===== src/rtl/instr_sequencer.sv =====
// Multi-cycle execution sequencer: fetch/exec stepping, load wait and swap
// phases, halt on DONE, and a saturating busy-cycle counter.
module instr_sequencer #(
    parameter int MEM_LAT = 1
) (
    input  logic        clk,
    input  logic        reset,
    input  logic        start,
    input  logic        reg_write,
    input  logic        mem_write,
    input  logic        load,
    input  logic        do_swap,
    input  logic        done_in,
    input  logic        branch_taken,
    output logic        ir_en,
    output logic        pc_en,
    output logic        pc_load,
    output logic        wb_en,
    output logic        mem_we,
    output logic [1:0]  swap_phase,
    output logic        busy,
    output logic        halted,
    output logic [15:0] cycle_count
);

    typedef enum logic [2:0] {
        IDLE,
        FETCH,
        EXEC,
        MEM_WAIT,
        SWAP_B,
        SWAP_C,
        HALT
    } state_t;

    localparam logic [1:0] WAIT_INIT = 2'(MEM_LAT - 1);

    state_t     state;
    state_t     state_nx;
    logic [1:0] wait_cnt;
    logic [1:0] wait_nx;

    assign busy   = (state != IDLE) && (state != HALT);
    assign halted = (state == HALT);

    always_ff @(posedge clk) begin
        if (reset) begin
            state       <= IDLE;
            wait_cnt    <= 2'd0;
            cycle_count <= 16'd0;
        end else begin
            state    <= state_nx;
            wait_cnt <= wait_nx;
            if (state == IDLE && start)
                cycle_count <= 16'd0;
            else if (busy && cycle_count != 16'hFFFF)
                cycle_count <= cycle_count + 16'd1;
        end
    end

    always_comb begin
        state_nx   = state;
        wait_nx    = wait_cnt;
        ir_en      = 1'b0;
        pc_en      = 1'b0;
        pc_load    = 1'b0;
        wb_en      = 1'b0;
        mem_we     = 1'b0;
        swap_phase = 2'b00;
        case (state)
            IDLE: begin
                if (start)
                    state_nx = FETCH;
            end
            FETCH: begin
                ir_en    = 1'b1;
                state_nx = EXEC;
            end
            EXEC: begin
                // Priority order: DONE beats SWAP beats LOAD beats plain ops
                if (done_in) begin
                    state_nx = HALT;
                end else if (do_swap) begin
                    swap_phase = 2'b01;
                    state_nx   = SWAP_B;
                end else if (load) begin
                    wait_nx  = WAIT_INIT;
                    state_nx = MEM_WAIT;
                end else begin
                    wb_en    = reg_write;
                    mem_we   = mem_write;
                    pc_en    = 1'b1;
                    pc_load  = branch_taken;
                    state_nx = FETCH;
                end
            end
            MEM_WAIT: begin
                if (wait_cnt == 2'd0) begin
                    wb_en    = 1'b1;
                    pc_en    = 1'b1;
                    state_nx = FETCH;
                end else begin
                    wait_nx = wait_cnt - 2'd1;
                end
            end
            SWAP_B: begin
                swap_phase = 2'b10;
                wb_en      = 1'b1;
                state_nx   = SWAP_C;
            end
            SWAP_C: begin
                swap_phase = 2'b11;
                wb_en      = 1'b1;
                pc_en      = 1'b1;
                state_nx   = FETCH;
            end
            HALT: begin
                state_nx = HALT;
            end
            default: begin
                state_nx = IDLE;
            end
        endcase
    end

endmodule


===== config.mk =====
export PLATFORM = sky130hd
export DESIGN_NAME = instr_sequencer
export DESIGN_NICKNAME = d
export VERILOG_FILES = /design/src/rtl/instr_sequencer.sv
export SDC_FILE = /design/constraint.sdc
export NUM_CORES = 1
export LEC_CHECK = 0
export CAP_MARGIN = 0
export CORE_UTILIZATION = 40
export CTS_BUF_LIST = sky130_fd_sc_hd__clkbuf_16
export DETAILED_ROUTE_END_ITERATION = 6
export GPL_TIMING_DRIVEN = 0
export MAX_ROUTING_LAYER = met4
export PLACE_DENSITY_LB_ADDON = 0.2
export SLEW_MARGIN = 20
export SYNTH_ARGS = -nofsm -noshare
export SYNTH_HDL_FRONTEND = slang
export SYNTH_SLANG_ARGS = --single-unit

===== constraint.sdc =====
create_clock -name clk -period 4.7 [get_ports clk]
set_input_delay 0.47 -clock clk [delete_from_list [all_inputs] [get_ports clk]]
set_output_delay 0.47 -clock clk [all_outputs]
set_load 0.005 [all_outputs]

==> results.ini <==
[pwr]
combinationalPowerShare = 0.219
p_seq_frac = 0.407
clock_power_share = 0.374
cellInternalPower_w = 0.000348
switchingPower_w = 0.000131
cellPowerDensity_nw_per_um2 = 287
vdd_ir_drop_max_mv = 0.251
fraction_of_power_spent_switching_nets = 0.274
leakage_nw = 0.529

[place]
dp.cells = 218
place.detailed.hpwl_um = 2470
place.gp.congestion = 0.800
place_worst_setup_slack_ns = 1.61
port_buffers = 33

[die]
die_area_um2 = 3280
placeableCoreArea_um2 = 2830
die_height_um = 57.3
core.rowCount = 19
start_util = 0.432
design.portCount = 34
fp.dieW_um = 57.3

[sta]
fin_setup_tns_ns = 0
max_clock_freq_mhz = 325
grt_setup_unrepaired = false
skew_ns = 0.00548
finalWorstPathRequiredPeriod_ns = 3.08
hold_violations = 0
worst_pin_slew_ns = 0.715
maxSlewViolCount = 0
hold_slack_ns = 0.493
setup_viol = 0
timing.final.crit_share = 0.656
timing.slew.headroom = 0.519
final_worst_slack_ns = 1.62

[synthesis]
syn_area_um2 = 1220
synth_fp_nets = 166
syn_inst = 154
most_repeated_cell_in_the_gate_level_netlist_after_synthesis = sky130_fd_sc_hd__dfxtp_1
synth.top_cell.area_share = 0.344
syn_avg_cell_area_um2 = 7.94
dominantRegCellSynth = sky130_fd_sc_hd__dfxtp_1
synth.top_cells.by_count = 21 x sky130_fd_sc_hd__dfxtp_1, 18 x sky130_fd_sc_hd__a21oi_1, 10 x sky130_fd_sc_hd__nand2_1, 10 x sky130_fd_sc_hd__or4_1, 9 x sky130_fd_sc_hd__inv_1
synth_async_sr_flop_share = 0
synth.lib_cells_used.distinct = 38
yosysWarnings = 0
part_of_the_yosys_area_used_for_sequential_elements = 0.344
ys_top_cells_by_area = sky130_fd_sc_hd__dfxtp_1 34%, sky130_fd_sc_hd__a21oi_1 7.4%, sky130_fd_sc_hd__or4_1 6.1%
synth_enable_flop_cells = 0
library_cell_occupying_the_most_area_in_the_post_synthesis_netlist = sky130_fd_sc_hd__dfxtp_1
postSynthRegisterBits = 21

[drt]
ant_nets = 0
first_pass_iters = 6
num_vias = 1364
viasPerCell = 6.14
avgRoutedWirePerCell_um = 14.8
drc = 2
drtIter0Drc = 86
drt-total-wl_um = 3300

[global_route]
track_usage = 0.223
grt_max_degree = 13
first_global_vias = 1256
grt_overflow_total = 0
grt_pass1_wl_um = 5550
antenna_violations_before_repair = 0

[setup_path]
critical-path-top-cell-by-count = sky130_fd_sc_hd__clkdlybuf4s50_1
worstRegToRegCells = 6
crit-reg2reg-launch = cycle_count[0]
worst-setup-path-type = in2out
cp_cell_sequence = clkdlybuf4s50_1 > or4b_2 > nor3_1 > nand2_1 > a21oi_1 > clkdlybuf4s50_1
timing.critical_path.to = wb_en
worst_ep_required_time_ns = 4.23
rr_endpoint = cycle_count[15]
timing.critical_path.slowest_cell_delay_ns = 0.64
path_max_fanout = 4
r2r_setup_slack_ns = 2.58
setup.worst_path.end_class = output pin
crit_path_start = done_in
critical_path_arrival_ns = 2.61
critPathLaunchType = input port
critical_path.slowest_cell = sky130_fd_sc_hd__or4b_2

[clocking]
cts_root_buffer = sky130_fd_sc_hd__clkbuf_16
cts_repair_resize_count = 0
cts-buffers-inserted = 3
h-tree-depth = 1
tritoncts = done
cts.reportedPaths.clkPinSlew_ns = 0.05
ctsHoldBuffers = 0
tritoncts_num_sinks = 21
clk_latency_ns = 0.25
cts_setup_buffers = 0
clock_path_buffers = 2

[cells_and_area]
n_fill_cell = 254
area.sequential_um2 = 420
num_antenna_cells = 0
layout-drive-gt1-share = 0.0524
multi_input_combinational_cell_area_um2 = 739
final_cell_count_no_fill = 222
nets = 204
flow.area_growth_from_synthesis_pct = 36.7

[hold_path]
hold_path_depth = 2
hold_path_class = reg2reg
timing.hold.worst.start = wait_cnt[1]

[status]
outcome = finished, violations left
violations_in_the_final_reports = design-rule violations

[job]
max_cap_violations = 0

==> power groups by stage <==
stage | registers, W | logic, W | clock network (W)
global route | 0.000196 | 0.000117 | 0.000189
floorplan | 0.000196 | 0.0000598 | 0
CTS | 0.000195 | 0.000104 | 0.000184
finish | 0.000195 | 0.000105 | 0.000179
detailed placement | 0.000198 | 0.000104 | 0
global placement | 0.000198 | 0.000100 | 0
==> placed cells by master, fill, tap and decap left out, types with 2 or more instances in the layout <==
cell type / count
sky130_fd_sc_hd__a211oi_1: 2
sky130_fd_sc_hd__o21ai_0: 6
sky130_fd_sc_hd__or3_1: 2
sky130_fd_sc_hd__clkbuf_16: 3
sky130_fd_sc_hd__nand2_1: 10
sky130_fd_sc_hd__and2_1: 2
sky130_fd_sc_hd__inv_1: 9
sky130_fd_sc_hd__clkdlybuf4s50_1: 33
sky130_fd_sc_hd__ha_1: 3
sky130_fd_sc_hd__nor4_1: 2
sky130_fd_sc_hd__nand3_1: 6
sky130_fd_sc_hd__nor2b_1: 3
sky130_fd_sc_hd__nor3_1: 6
sky130_fd_sc_hd__or4_1: 10
sky130_fd_sc_hd__o31ai_1: 8
sky130_fd_sc_hd__buf_2: 2
sky130_fd_sc_hd__clkbuf_1: 5
sky130_fd_sc_hd__nand4_1: 4
sky130_fd_sc_hd__a21oi_1: 18
sky130_fd_sc_hd__o41ai_1: 2
sky130_fd_sc_hd__or2_2: 2
sky130_fd_sc_hd__nor2_1: 8
sky130_fd_sc_hd__and3_1: 4
sky130_fd_sc_hd__dfxtp_1: 21
sky130_fd_sc_hd__nor4b_1: 4
==> worst min-delay path by stage <==
stage                       to  slack, ns
6_report           wait_cnt[1]       0.49
5_1_grt        cycle_count[14]       0.52
4_1_cts            wait_cnt[1]       0.50
3_5_place_dp       wait_cnt[1]       0.49
3_3_place_gp       wait_cnt[1]       0.47
2_1_floorplan      wait_cnt[1]       0.46
==> state kept, by name, indices dropped and copies added (netlist names) <==
signal / count
wait_cnt: 2
cycle_count: 16
state: 3
==> critical path, delay by kind of cell <==
kind / cells / cell delay (ns)
AND/OR/NAND/NOR: 3 / 1.05
AO/OA/AOI/OAI: 1 / 0.13
buffers and inverters: 2 / 0.96
==> per-layer routing <==
| layer | part of all wire | wire length [um] | track usage |
|---|---|---|---|
| met5 | 0 | 0 | - |
| met4 | 0.0097 | 32 | 0.0627 |
| met3 | 0.047 | 155 | 0.0567 |
| met2 | 0.49 | 1600 | 0.360 |
| met1 | 0.46 | 1510 | 0.277 |
==> logic make-up after synthesis <==
kind of cell | synth area share
AOI/OAI and AO/OA | 0.242
buffers and inverters | 0.0512
DFF | 0.344
muxes | 0.00819
and+or+nand+nor | 0.317
adders and majority gates | 0.0307
xor gates and xnor gates | 0.00717
==> layout make-up <==
class,instances,area share
timing repair buffer,33,0.198
clock buffer,3,0.0449
inverter,9,0.0202
multi-input combinational,117,0.442
clock inverter,1,0.00299
sequential,21,0.251
tap,31,0.0232
buffer,7,0.0172
==> per-stage QoR <==
stage / power [W] / instance area [um^2] / util
floorplan: 0.000256 / 1220 / -
global placement: 0.000298 / 1590 / 0.563
detailed placement: 0.000302 / 1590 / 0.563
CTS: 0.000483 / 1670 / 0.591
global route: 0.000502 / 1670 / 0.591
finish: 0.000479 / 1670 / 0.591
Power figures use the tool's default switching activity.
